**config.mk**
```make
export PLATFORM = sky130hd
export DESIGN_NAME = stream_demux
export DESIGN_NICKNAME = d
export VERILOG_FILES = /design/src/rtl/stream_demux.sv
export SDC_FILE = /design/constraint.sdc
export NUM_CORES = 1
export LEC_CHECK = 0
export ABC_AREA = 1
export BUFFER_PORTS_ARGS = -buffer_cell sky130_fd_sc_hd__buf_4
export CAP_MARGIN = 25
export CORE_MARGIN = 3
export CORE_UTILIZATION = 39
export DETAILED_ROUTE_END_ITERATION = 12
export GPL_ROUTABILITY_DRIVEN = 0
export PLACE_DENSITY_LB_ADDON = 0.12
export SLEW_MARGIN = 10
export SYNTH_ARGS = -nofsm -noshare
export SYNTH_HDL_FRONTEND = slang
export SYNTH_SLANG_ARGS = --single-unit
```
**constraint.sdc**
```tcl
create_clock -name clk -period 1.3 [get_ports clk]
set_input_delay 0.13 -clock clk [delete_from_list [all_inputs] [get_ports clk]]
set_output_delay 0.13 -clock clk [all_outputs]
set_load 0.01 [all_outputs]
```
**src/rtl/stream_demux.sv**
```systemverilog
// Registered 1:NUM_OUT stream demultiplexer with a single holding register.
// Beats addressed past the last port are consumed, dropped and counted.
module stream_demux #(
   parameter int DATA_W  = 8,
   parameter int NUM_OUT = 2,   // must satisfy 2 <= NUM_OUT <= 2**SEL_W
   parameter int SEL_W   = 1
) (
   input  logic               clk,
   input  logic               reset,
   input  logic               in_valid,
   output logic               in_ready,
   input  logic [DATA_W-1:0]  in_data,
   input  logic [SEL_W-1:0]   in_sel,
   output logic [NUM_OUT-1:0] out_valid,
   input  logic [NUM_OUT-1:0] out_ready,
   output logic [DATA_W-1:0]  out_data,
   output logic [SEL_W-1:0]   out_sel,
   output logic               bad_sel,
   output logic [7:0]         drop_cnt
);

   localparam logic [SEL_W:0] NUM_OUT_W = (SEL_W+1)'(NUM_OUT);

   logic              r_hold_v;
   logic [DATA_W-1:0] r_hold_data;
   logic [SEL_W-1:0]  r_hold_sel;
   logic              r_bad_sel;
   logic [7:0]        r_drop_cnt;

   logic w_sel_ready;
   logic w_drain;
   logic w_accept;
   logic w_good;

   // Only the ready of the port currently being driven matters; others are ignored.
   always_comb begin
      w_sel_ready = 1'b0;
      for (int i = 0; i < NUM_OUT; i++) begin
         if (r_hold_sel == SEL_W'(i)) begin
            w_sel_ready = out_ready[i];
         end
      end
   end

   assign w_drain  = r_hold_v && w_sel_ready;
   assign in_ready = !r_hold_v || w_drain;
   assign w_accept = in_valid && in_ready;
   assign w_good   = ({1'b0, in_sel} < NUM_OUT_W);

   // A good accept overwrites the draining beat, giving full throughput without a bubble.
   always_ff @(posedge clk) begin
      if (reset) begin
         r_hold_v    <= 1'b0;
         r_hold_data <= '0;
         r_hold_sel  <= '0;
         r_bad_sel   <= 1'b0;
         r_drop_cnt  <= 8'd0;
      end else begin
         r_bad_sel <= w_accept && !w_good;
         if (w_accept && !w_good && (r_drop_cnt != 8'hFF)) begin
            r_drop_cnt <= r_drop_cnt + 8'd1;
         end
         if (w_accept && w_good) begin
            r_hold_v    <= 1'b1;
            r_hold_data <= in_data;
            r_hold_sel  <= in_sel;
         end else if (w_drain) begin
            r_hold_v <= 1'b0;
         end
      end
   end

   for (genvar gi = 0; gi < NUM_OUT; gi++) begin : g_valid
      assign out_valid[gi] = r_hold_v && (r_hold_sel == SEL_W'(gi));
   end

   assign out_data = r_hold_data;
   assign out_sel  = r_hold_sel;
   assign bad_sel  = r_bad_sel;
   assign drop_cnt = r_drop_cnt;

endmodule

```
Yosys cells after proc, flatten, opt, wreduce, memory -nomap -nowiden

Cells that the tools add are included.

Output and inout bits: 21
Bits of input ports: 14
Bits in registers: 10
Word-level logic and storage cells: 14

Mux-type cells: 3
Bitwise operators: 1
Reductions and logical operators: 7

Operators by type and width:

| kind                | count |
|---|---|
| $logic_and A1 B1 Y1 | 4 |
| $mux W1             | 3 |
| $reduce_bool A2 Y1  | 1 |
| $logic_not A1 Y1    | 1 |
| $logic_or A1 B1 Y1  | 1 |
| $not A1 Y1          | 1 |

Longest topological paths before layout

Word-level depth: 5
Depth in mapped cells: 7
Depth with buffers taken out: 6

Worst setup path after synthesis

No wires, ideal clock.

Kind: reg2reg
From: register r_hold_sel, in the netlist out_sel
To: register r_hold_sel, in the netlist out_sel
Stages on the path, launching flop included: 7
Data required time: 1,185 ps
Arrival time: 931 ps
Setup slack: 254 ps
Period minus slack after synthesis: 1,046 ps
Library setup time: 115 ps
Path through: dfxtp_1 inv_2 nand2_1 nand3_2 buf_4 a21oi_1 nor2_1

Word-level cells in the longest chain between the ends: 4

RTL lines:

| item                   | line | source |
|---|---|---|
| from (decl)            | 26   | `logic [SEL_W-1:0] r_hold_sel;` |
| from (signal assigned) | 66   | `r_hold_sel <= in_sel;` |
| $mux W1                | 39   | `if (r_hold_sel == SEL_W'(i)) begin` |
| $logic_and A1 B1 Y1    | 45   | `assign w_drain = r_hold_v && w_sel_ready;` |
| $logic_or A1 B1 Y1     | 46   | `assign in_ready = !r_hold_v \|\| w_drain;` |
| named net in_ready     | 11   | `output logic in_ready,` |
| $logic_and A1 B1 Y1    | 47   | `assign w_accept = in_valid && in_ready;` |

The timed path passes the listed nets, and every way through them passes these cells.
A chain may end at the register's enable or synchronous reset.

Final worst setup path

From: register r_hold_sel, in the netlist out_sel
To: output in_ready

Word-level cells in the longest chain between the ends: 3

RTL lines:

| item                | line |
|---|---|
| $mux W1             | 39 |
| $logic_and A1 B1 Y1 | 45 |
| $logic_or A1 B1 Y1  | 46 |
| to (decl)           | 11 |

No other way between the ends.

==> results.md <==
GRT:
- The number of antenna violations at the first check in global routing is 0.
- The met3 track utilization from global routing is 5.51%.
- In this run the most used layer during global routing was met2.
- The met1 track demand over resource is 15.6%.
- The via count of the first global-routing pass came to 373.
- Global routing used 12.4% of the available tracks across all layers.
- Entering global routing, the biggest net connects 20 pins.
- Global routing used 16.2% of the available met2 tracks.
- The remaining global-route overflow is 0.
- The first-pass GRT wire length is 1670 microns.

Finish:
- The library cell used most frequently in the layout, excluding fill and tap cells, is buf_4.
- The total area of sequential cells is 201 sq um.
- The post-route non-filler standard cell count is 120.
- The number of fill cells is 129.
- The utilization after layout is 61.8%.
- Summing all multi-input logic gate instances after layout gives 239 sq um.
- The finished cells cover 742 sq um.
- In the layout the commonest cells are 26 x buf_4, 12 x nand2_1, 12 x inv_1, 10 x nor2_1, 10 x a21oi_1.
- The number of antenna diodes is 0.
- The share of cells above drive strength 1 is 32.1%.
- Compared with the post-synthesis result, the final layout area differs by 37.3%.
- For this run, the post-layout net count is 121.

STA:
- The final critical-path required period is 1150 ps.
- The final number of hold-violating endpoints is 0.
- The post-route setup TNS is 0 ps.
- Setup violations remaining at the end of the flow were counted as 0.
- The peak clock frequency supported by timing is 866 MHz.
- The fraction of the cycle the final worst path needs is 88.8%.
- The max-slew violation count is 0.
- For the final database, setup skew stands at 6.59 ps.
- Setup repair after global routing left no endpoint under its margin.
- Across all hold checks on the routed design, the worst slack comes to 21.9 ps.
- The worst path meets setup with 145 ps of slack.

Synth:
- Counting every instance in the synthesized netlist gives 80.
- The number of synthesized register bits is 10.
- The netlist area before placement is 541 sq um.
- The number of warnings reported in the yosys synthesis log is 0.
- The unique cell type count in the Yosys netlist is 13.
- Sequential elements use 37.0% of the synthesized area.
- The mean post-synth cell area is 6.76 sq um.

Hold path:
- The tightest min-delay check is of the in2reg type.
- The worst hold path depth is 2.

Pwr:
- The design draws 0.819 mW.
- The worst vdd rail ir drop is 700 uV.
- For this design the static power due to leakage is 0.424 nW.
- For this design the ratio of total power to cell area is 1100 mW/mm^2.

Die:
- The die height is 43.2 microns.
- The width of the chip is 43.2 microns.
- For this configuration, the core starts out at a cell density of 45.0%.
- The I/O pin total is 35.
- The area of the core region is 0.00120 sq mm.
- The full die area is 0.00187 sq mm.
- The number of placement rows is 12.

Detailed routing:
- The via density per instance is 4.41.
- The final wirelength is 1130 microns.
- In this run the remaining antenna-violating nets after routing total 0.
- The final route contains 529 vias.
- The number of remaining DRC errors is 0.
- In the final routed layout, each cell accounts on average for 9.43 microns.
- The detailed router finished its first iteration with 5 violations.
- The first TritonRoute pass finished after 3 iterations.

CTS:
- The clock latency at the later pin of the worst-skew pair is 260 ps.
- The TritonCTS clock tree is yes.
- The master cell of the clock root buffer is clkbuf_4.
- TritonCTS created 3 clock buffers.
- CTS saw 10 sinks.
- The clock-pin slew of the registers on the worst-case setup and hold paths is 70 ps.
- For this design, the CTS-stage hold fixing added 0 buffers.
- Counting along the longest clock path gives a buffer depth of 2.
- The number of levels the H-tree was split into is 1.

Placed design:
- Summing all placed instances gives a cell area of 679 sq um.
- The detailed-placement wirelength estimate is 775 microns.
- At the placement stage, the worst setup path has a slack of 84.7 ps.
- Input and output buffers added on the ports amount to 25.
- After detailed placement, the design holds a cell count of 114.

Run status:
- The run finished with clean final reports.

Critical path:
- At the worst endpoint, the required time is 1170 ps.
- The cell with the largest stage delay on the worst path is dfxtp_2.
- The classification of the worst setup path is reg2out.
- The kind of start point of the critical path is a register.
- In this run the worst path has a maximum fanout of 6.
- Data arrives at the worst endpoint at 1020 ps.
- Counting cells, the worst reg-to-reg path comes to 6.
- Walking the worst path, the cells encountered are inv_2, nand2_1, nand3_4, buf_4.
- The endpoint kind of the worst setup timing path is an output port.
- The largest single stage delay on the critical path is 380 ps.

Flow run:
- Across the run, the number of max-cap violations was 0.
-- Yosys cell counts, drive strengths merged --
master / n / area share (%)
nor2: 10 / 6.9
clkinv: 1 / 0.69
nand2: 12 / 8.3
buf: 13 / 18
inv: 13 / 9.0
conb: 1 / 0.69
nand3: 10 / 10
a21oi: 10 / 9.3
dfxtp: 10 / 37
-- path summary, 6_finish.rpt --
path / from / to / slack, ps
min: reset / r_hold_v$_SDFFE_PP0P_ / 20
max reg2reg: out_sel$_SDFFE_PP0P_ / out_data[3]$_SDFFE_PP0P_ / 210
max: out_sel$_SDFFE_PP0P_ / in_ready / 150
min reg2reg: out_data[4]$_SDFFE_PP0P_ / out_data[4]$_SDFFE_PP0P_ / 480
-- per-layer routing --
metal | vias to the layer above | wire (microns)
met4 | 0 | 13
li1 | 279 | -
met5 | - | 0
met1 | 226 | 496
met3 | 2 | 112
met2 | 22 | 509
-- logic make-up (layout without fill, tap and decap cells) --
| group | count (synthesis) | count (layout) | share of synthesized area (%) |
|---|---|---|---|
| buf+inv | 27 | 44 | 27.5 |
| flops | 10 | 10 | 37.0 |
| compound gates | 10 | 10 | 9.26 |
| simple gates | 32 | 33 | 25.5 |
| other cells | 1 | 9 | 0.694 |
-- state kept, by name, indices dropped and copies added (netlist names) --
register  cells
r_hold_v      1
out_data      8
out_sel       1
-- repair_timing --
item,4_1_cts,5_1_grt
setup endpoints to repair,1,1
resized for setup,2,0
buffers inserted,0,1
gates cloned,1,0
-- critical path, delay by kind of cell, from the launching register on --
family | cells | cell delay (ps)
flops | 1 | 380
simple gates | 2 | 210
buf+inv | 2 | 180
-- final cells by class --
type,count,area share [%]
repair buffers,26,26.3
flip-flops and latches,10,27.2
clock buffers,4,4.89
inverters,14,7.08
multi-input cells,52,32.2
well taps,14,2.36
-- where the power goes --
group / total, mW / switching [mW] / internal (mW)
Clock: 0.282 / 0.112 / 0.170
Sequential: 0.350 / 0.0178 / 0.332
Combinational: 0.187 / 0.0954 / 0.0913
Total: 0.819 / 0.226 / 0.594
Power figures use the tool's default switching activity.
